`src/rtl/pipe_ctrl.sv`:
```
// Pipeline hazard controller: per-stage stall thermometer, registered flush/redirect,
// stall-duration counter. Define PIPE_CTRL_WATCHDOG_EN to add the stall watchdog.
//
// state | meaning
// RUN   | normal operation, stall follows stall_req_i
// FLUSH | flush_o asserted, stalls suppressed, flush counter running
module pipe_ctrl #(
  parameter int                 NSTAGE    = 6,
  parameter int                 PC_W      = 32,
  parameter int                 FLUSH_CYC = 1,
  parameter int                 CNT_W     = 16,
  parameter int                 TIMEOUT   = 255,
  parameter logic [PC_W-1:0]    WD_PC     = 32'h0000_0180
) (
  input  logic              clk_i,
  input  logic              rst_i,
  input  logic [NSTAGE-1:0] stall_req_i,
  input  logic              flush_req_i,
  input  logic [PC_W-1:0]   flush_pc_i,
  output logic [NSTAGE-1:0] stall_o,
  output logic              flush_o,
  output logic [PC_W-1:0]   new_pc_o,
  output logic [CNT_W-1:0]  stall_cnt_o,
  output logic              wd_timeout_o
);

  typedef enum logic {RUN = 1'b0, FLUSH = 1'b1} state_t;

  localparam logic [3:0]       FLUSH_LOAD = 4'(FLUSH_CYC);
  localparam logic [CNT_W-1:0] CNT_MAX    = '1;

  state_t            state_q, state_d;
  logic [3:0]        fcnt_q, fcnt_d;
  logic [PC_W-1:0]   pc_q, pc_d;
  logic [CNT_W-1:0]  scnt_q, scnt_d;
  logic [NSTAGE-1:0] therm;
  logic              any_stall;
  logic              in_run;

  assign any_stall = |stall_req_i;
  assign in_run    = (state_q == RUN);

  // Stage k stalling forces every older stage (lower index) to hold as well.
  always_comb begin
    logic acc;
    acc   = 1'b0;
    therm = '0;
    for (int i = NSTAGE - 1; i >= 0; i--) begin
      acc      = acc | stall_req_i[i];
      therm[i] = acc;
    end
  end

  assign stall_o = (in_run && !rst_i) ? therm : '0;

`ifdef PIPE_CTRL_WATCHDOG_EN
  logic wd_q, wd_d;
  logic wd_fire;

  assign wd_fire = in_run && any_stall && (scnt_q == CNT_W'(TIMEOUT - 1));
`endif

  always_comb begin
    state_d = state_q;
    fcnt_d  = fcnt_q;
    pc_d    = pc_q;
`ifdef PIPE_CTRL_WATCHDOG_EN
    wd_d    = wd_q;
`endif

    if (in_run && any_stall) begin
      scnt_d = (scnt_q == CNT_MAX) ? scnt_q : scnt_q + 1'b1;
    end else begin
      scnt_d = '0;
    end

    case (state_q)
      RUN: begin
        state_d = RUN;
      end
      FLUSH: begin
        if (fcnt_q <= 4'd1) begin
          state_d = RUN;
          fcnt_d  = '0;
        end else begin
          fcnt_d = fcnt_q - 1'b1;
        end
      end
      default: begin
        state_d = RUN;
        fcnt_d  = '0;
      end
    endcase

`ifdef PIPE_CTRL_WATCHDOG_EN
    if (wd_fire) begin
      state_d = FLUSH;
      fcnt_d  = FLUSH_LOAD;
      pc_d    = WD_PC;
      wd_d    = 1'b1;
    end
`endif

    // External redirect overrides the watchdog target but not its status bit.
    if (flush_req_i) begin
      state_d = FLUSH;
      fcnt_d  = FLUSH_LOAD;
      pc_d    = flush_pc_i;
    end
  end

  always_ff @(posedge clk_i) begin
    if (rst_i) begin
      state_q <= RUN;
      fcnt_q  <= '0;
      pc_q    <= '0;
      scnt_q  <= '0;
    end else begin
      state_q <= state_d;
      fcnt_q  <= fcnt_d;
      pc_q    <= pc_d;
      scnt_q  <= scnt_d;
    end
  end

`ifdef PIPE_CTRL_WATCHDOG_EN
  always_ff @(posedge clk_i) begin
    if (rst_i) begin
      wd_q <= 1'b0;
    end else begin
      wd_q <= wd_d;
    end
  end

  assign wd_timeout_o = wd_q;
`else
  logic unused_cfg;
  assign unused_cfg   = ^{WD_PC, TIMEOUT};
  assign wd_timeout_o = 1'b0;
`endif

  assign flush_o     = (state_q == FLUSH);
  assign new_pc_o    = pc_q;
  assign stall_cnt_o = scnt_q;

endmodule

```
`config.mk`:
```
export PLATFORM = sky130hd
export DESIGN_NAME = pipe_ctrl
export DESIGN_NICKNAME = d
export VERILOG_FILES = /design/src/rtl/pipe_ctrl.sv
export SDC_FILE = /design/constraint.sdc
export NUM_CORES = 1
export LEC_CHECK = 0
export CAP_MARGIN = 15
export CORE_ASPECT_RATIO = 2
export CORE_MARGIN = 3
export CORE_UTILIZATION = 30
export DETAILED_ROUTE_END_ITERATION = 16
export GPL_TIMING_DRIVEN = 0
export PLACE_DENSITY_LB_ADDON = 0.05
export SLEW_MARGIN = 20
export SYNTH_ARGS = -nofsm -noshare
export SYNTH_HDL_FRONTEND = slang
export SYNTH_SLANG_ARGS = --single-unit
export TNS_END_PERCENT = 100
```
`constraint.sdc`:
```
create_clock -name clk_i -period 2.4 [get_ports clk_i]
set_input_delay 0.36 -clock clk_i [delete_from_list [all_inputs] [get_ports clk_i]]
set_output_delay 0.36 -clock clk_i [all_outputs]
set_load 0.05 [all_outputs]
```
==> out/metrics.cfg, run 1 <==
[setup_path]
r2r-end=stall_cnt_o[1]$_SDFFE_PP0P_
crit_start=stall_req_i[4]
path_buf_inv=3
crit_path_end=stall_o[0]
cp.arrival_ns=1.98
cp.depth=5
start_kind=input port
r2r_cells=6
r2r_slack_ns=0.32
crit_family=buffers and inverters
crit_path_end_kind=primary output
cp_slowest_cell=clkdlybuf4s50_1
cp.required_ns=2.04
max_stage_delay_ns=0.48
crit_type=input port to primary output
crit_fanout=7
r2r-start=stall_cnt_o[0]$_SDFFE_PP0P_
path_cells=clkdlybuf4s50_1, nor4_4, a21o_4, inv_1, dlygate4sd2_1

[yosys]
ys_types=42
synth_nets=279
syn_avg_cell_area_um2=9.42
synth_top_area_share_pct=47.9
synth_edf_count=0
synth_common_cells=dfxtp_1 (53), nor2_1 (49), mux2i_1 (33), a21oi_1 (9), inv_1 (9)
ys_seq_area_share_pct=47.9
synth.area.top_cells=dfxtp_1 (48%), mux2i_1 (15%), nor2_1 (8.3%)
ys_seq_elements=53
yosysWarnings=0
async_flop_share_pct=0
netlist_instances=235
yosys.area.top_type=dfxtp_1
synthMostInstantiatedCell=dfxtp_1
netlist_area_um2=2210
synth-main-ff-cell=dfxtp_1

[routing]
ant_nets=0
top_layer=met4
via_per_inst=4.73
vias=2017
drc_errors=0
drt-initial-drc-count=87
wl_met3_um=437
drtPass1Iterations=4
wl_met2_um=3380
avgRoutedWirePerCell_um=14.5
wirelength_um=6200
wl_met1_um=2280

[die]
rows=43
die_h_um=128
die_area_um2=8510
io_pins=97
fp.dieW_um=66.8
initial_core_util_pct=31.4
coreArea_um2=7050

[timing]
finalWorstSetupSlack_ns=0.0642
period_needed_ns=2.34
tightest_slew_ns=0.538
setup_viol=0
max_freq_ghz=0.428
whs_ns=0.277
min_period_over_period_pct=97.3
hold_viol_final=0
slew_viol_final=0
worst_clock_skew_ns=0.00411
slew-limit-headroom_pct=64.0

[clock_network]
ctsRootBufferMaster=clkbuf_16
cts_tree=done
cts.clk_slew.worst_paths_ns=0.06
cts.sinks=53
htreeDepth=2
cts-hold-fix-buffers=0
numCtsBuffers=5
clk_path_buf_depth=2
clock_latency_ns=0.29

[cells_and_area]
fin_util_pct=48.5
drive_above_1_share_pct=5.65
nNetsFinal=380
antenna_cells=0
fillerInstances=712
syn_to_final_growth_pct=54.4

[placed_design]
dp_hpwl_um=4780
gp_congestion=0.773
dp_worst_setup_slack_ns=-0.615
io_buffers=93

[worst_hold_path]
holdCritPathClass=input port to flip-flop

[global_routing]
grtUsageTotal_pct=15.2
grt_pass1_wl_um=9810
grt_max_degree=15
antenna_found_initial=0
grt.overflow.total=0
grt_pass1_vias=1939

[pwr]
powerDensity_nw_per_um2=608
p_leak_nw=1.37
max-vdd-ir-drop_mv=0.308

[flow_run]
drv_cap=0

[run_status]
status=finished clean

==> cell usage in the layout (no fill, tap or decap), drive strengths merged, types with 2 or more instances in the layout <==
cell / netlist / final
clkdlybuf4s50: 0 / 90
or3: 5 / 5
dlygate4sd2: 0 / 3
and3: 2 / 2
nand4: 5 / 5
clkbuf: 5 / 12
inv: 9 / 9
ha: 3 / 3
o211ai: 2 / 2
buf: 7 / 8
nor2: 49 / 49
o21ai: 7 / 7
and2: 2 / 2
or4: 2 / 2
mux2i: 33 / 33
dfxtp: 53 / 53
a21oi: 9 / 9
nand2: 6 / 6
and4: 2 / 2
nand3: 4 / 4
xnor2: 2 / 2
nor3: 5 / 5
xor2: 4 / 4
nor4: 5 / 5
==> power by group <==
group / switching, mW / total (mW) / internal, mW
Combinational: 0.251 / 0.426 / 0.175
Clock: 0.300 / 0.710 / 0.410
Sequential: 0.0236 / 0.942 / 0.919
==> worst min path at each step <==
stage / cells after the start / from / endpoint / slack, ns
3_5_place_dp: 2 / new_pc_o[2]$_SDFFE_PP0P_ / new_pc_o[2]$_SDFFE_PP0P_ / 0.48
6_report: 2 / rst_i / flush_o$_SDFF_PP0_ / 0.28
4_1_cts: 2 / rst_i / flush_o$_SDFF_PP0_ / 0.27
3_3_place_gp: 2 / new_pc_o[11]$_SDFFE_PP0P_ / new_pc_o[11]$_SDFFE_PP0P_ / 0.47
2_1_floorplan: 2 / fcnt_q[3]$_SDFFE_PP0P_ / fcnt_q[3]$_SDFFE_PP0P_ / 0.48
5_1_grt: 2 / rst_i / new_pc_o[1]$_SDFFE_PP0P_ / 0.28
==> area by class of cell <==
class	count	area [um2]	share of cell area [%]
Multi-Input combinational cell	161	1070	31.3
Buffer	12	65.1	1.90
Tap cell	90	113	3.29
Inverter	9	33.8	0.988
Clock buffer	7	143	4.17
Timing Repair Buffer	94	935	27.3
Sequential cell	53	1060	31.0
==> per-layer routing <==
metal  GRT usage [%]  vias up
met5               0        -
met4            5.39        0
met3            4.49        7
met2            28.3       71
met1            15.5      929
li1                -     1010
==> sequential cells by signal, indices dropped and copies added, names as in the netlist <==
signal,cells
fcnt_q,4
flush_o,1
new_pc_o,32
stall_cnt_o,16
==> logic make-up (layout without fill, tap and decap cells) <==
| kind of cell | after synthesis | count (layout) | synth area share [%] |
|---|---|---|---|
| simple gates | 90 | 90 | 20.3 |
| compound gates | 28 | 28 | 8.14 |
| buf+inv | 21 | 122 | 4.46 |
| xor+xnor | 6 | 6 | 2.37 |
| fa+ha+maj | 3 | 3 | 1.70 |
| flops | 53 | 53 | 47.9 |
| other cells | 1 | 1 | 0.169 |
| mux | 33 | 33 | 14.9 |
==> per-stage QoR <==
stage               instance area [um2]  instances  power, mW  TNS (ns)
finish                             3420        426       2.08         0
global route                       3420        426       2.18  -0.00352
CTS                                3410        425       2.12         0
detailed placement                 3260        418       1.39     -2.65
global placement                   3260        418       1.39     -2.43
floorplan                          2210        235       1.22         0
==> timing repair <==
| item | CTS | global route |
|---|---|---|
| endpoints found under the setup margin | 3 | 1 |
| setup buffers | 0 | 1 |
| resized for setup | 5 | 0 |
| pin swaps | 1 | 1 |
Power figures use the tool's default switching activity.
==> run 2, diff against run 1 <==
ABC_CLOCK_PERIOD_IN_PS = 2400   (was default)
SKIP_LAST_GASP = 1   (was default)
TNS_END_PERCENT = default   (was 100)
==> run 2 against run 1 <==
  * Power about the same
  * Die area unchanged
  * Sequential cell count is the same
  * Critical path type is now flip-flop to primary output
  * Critical path depth down 1
  * Routed wire length unchanged
==> out/metrics.cfg, run 2 (synthesis results as in run 1) <==
[run_status]
status=finished clean

[clock_network]
htreeDepth=2  ; unchanged
numCtsBuffers=5  ; unchanged
ctsRootBufferMaster=clkbuf_16
cts_tree=done
clock_latency_ns=0.29  ; about the same
clk_path_buf_depth=2  ; unchanged
cts.sinks=53  ; unchanged
cts.clk_slew.worst_paths_ns=0.06  ; about the same

[setup_path]
r2r_slack_ns=0.32  ; about the same
cp.required_ns=2.04  ; about the same
r2r-end=stall_cnt_o[1]$_SDFFE_PP0P_
cp.arrival_ns=1.97  ; about the same
crit_family=buffers and inverters
start_kind=flip-flop
crit_start=flush_o$_SDFF_PP0_
max_stage_delay_ns=0.82  ; +0.34 ns
path_cells=or2_0, buf_2, nor2_1, clkdlybuf4s50_1
crit_fanout=7  ; unchanged
cp_slowest_cell=clkdlybuf4s50_1
r2r-start=stall_cnt_o[0]$_SDFFE_PP0P_
path_buf_inv=2  ; -1
crit_type=flip-flop to primary output
crit_path_end_kind=primary output
r2r_cells=6  ; unchanged

[timing]
hold_viol_final=0  ; unchanged
whs_ns=0.277  ; +0.00000400 ns
rsz0062_at_grt=false
slew-limit-headroom_pct=64.0  ; unchanged
max_freq_ghz=0.430  ; +0.42%
tightest_slew_ns=0.538  ; unchanged
setup_tns_ns=0  ; unchanged
setup_viol=0  ; unchanged
slew_viol_final=0  ; unchanged
worst_clock_skew_ns=0.00411  ; -0.0000000200 ns
min_period_over_period_pct=96.9  ; -0.40 points
period_needed_ns=2.33  ; -0.00971 ns

[global_routing]
antenna_found_initial=0  ; unchanged
grt_max_degree=15  ; unchanged
grtUsageTotal_pct=15.2  ; unchanged
grt_pass1_wl_um=9810  ; unchanged
grt_pass1_vias=1939  ; unchanged
grt.overflow.total=0  ; unchanged

[cells_and_area]
fin_util_pct=48.5  ; unchanged
syn_to_final_growth_pct=54.4  ; unchanged
largest_reg_flops=32  ; unchanged
final_common_cell=clkdlybuf4s50_1
final_cell_mix=clkdlybuf4s50_1 (90), dfxtp_1 (53), nor2_1 (49), mux2i_1 (33)
antenna_cells=0  ; unchanged
nNetsFinal=380  ; unchanged
drive_above_1_share_pct=5.65  ; unchanged

[die]
coreArea_um2=7050  ; unchanged
rows=43  ; unchanged
die_area_um2=8510  ; unchanged
initial_core_util_pct=31.4  ; unchanged
fp.dieW_um=66.8  ; unchanged
io_pins=97  ; unchanged
die_h_um=128  ; unchanged

[worst_hold_path]
holdCritPathClass=input port to flip-flop
hold_end=flush_o$_SDFF_PP0_
min_path_cells=2  ; unchanged
min-delay-start=rst_i

[routing]
drt-initial-drc-count=87  ; unchanged
via_per_inst=4.74  ; about the same
ant_nets=0  ; unchanged
vias=2018  ; +0.050%
drc_errors=0  ; unchanged
drtPass1Iterations=4  ; unchanged
wirelength_um=6200  ; unchanged
avgRoutedWirePerCell_um=14.5  ; unchanged

[placed_design]
io_buffers=93  ; unchanged
gp_congestion=0.773  ; unchanged
dp_hpwl_um=4780  ; unchanged

[pwr]
max-vdd-ir-drop_mv=0.308  ; about the same
powerDensity_nw_per_um2=608  ; about the same
p_leak_nw=1.37  ; unchanged

[flow_run]
drv_cap=0  ; unchanged

## run 2: layout make-up
cell class / instances / area [um2]
buffer: 12 / 65.1
clock buffer: 7 / 143
fill: 712 / 3630
inverter: 9 / 33.8
multi-input combinational: 161 / 1070
sequential: 53 / 1060
tap: 90 / 113
timing repair buffer: 94 / 935
## run 2: per-layer routing
metal,GRT usage [%],vias up,share of wire [%]
met2,28.3,71,55
li1,-,1010,-
met5,0,-,0
met1,15.5,930,37
met3,4.49,7,7.1
met4,5.39,0,1.6
## run 2: repair_timing
action / in CTS / in global routing
pin swaps: 0 / 1
setup endpoints to repair: 3 / 1
hold buffers: 0 / 0
resized for setup: 5 / 0
buffers inserted: 0 / 1
cloned: 0 / 0
## run 2: worst max-delay path by stage
stage                                              to  slack (ns)  cells past startpoint
after global routing                       stall_o[3]       0.002                      4
final                                      stall_o[4]        0.07                      4
after floorplan           stall_cnt_o[1]$_SDFFE_PP0P_        0.31                      6
after CTS                                  stall_o[0]       -0.03                      5
after detailed placement                   stall_o[0]       -0.62                      5
after global placement                     stall_o[0]       -0.63                      5
## run 2: metrics by stage
stage          area (um2)  total power [mW]  cells  setup WS, ns
2_1_floorplan        2210              1.22    235         0.313
3_3_place_gp         3260              1.39    418        -0.629
3_5_place_dp         3260              1.39    418        -0.615
4_1_cts              3410              2.11    425       -0.0266
5_1_grt              3420              2.18    426       0.00242
6_report             3420              2.08    426        0.0739
## run 2: report_power, final
part | switching (mW) | internal (mW) | total [mW] | leakage [nW]
clock | 0.300 | 0.410 | 0.710 | 0.0700
combinational | 0.251 | 0.175 | 0.426 | 0.862
sequential | 0.0236 | 0.919 | 0.942 | 0.435
total | 0.575 | 1.50 | 2.08 | 1.37
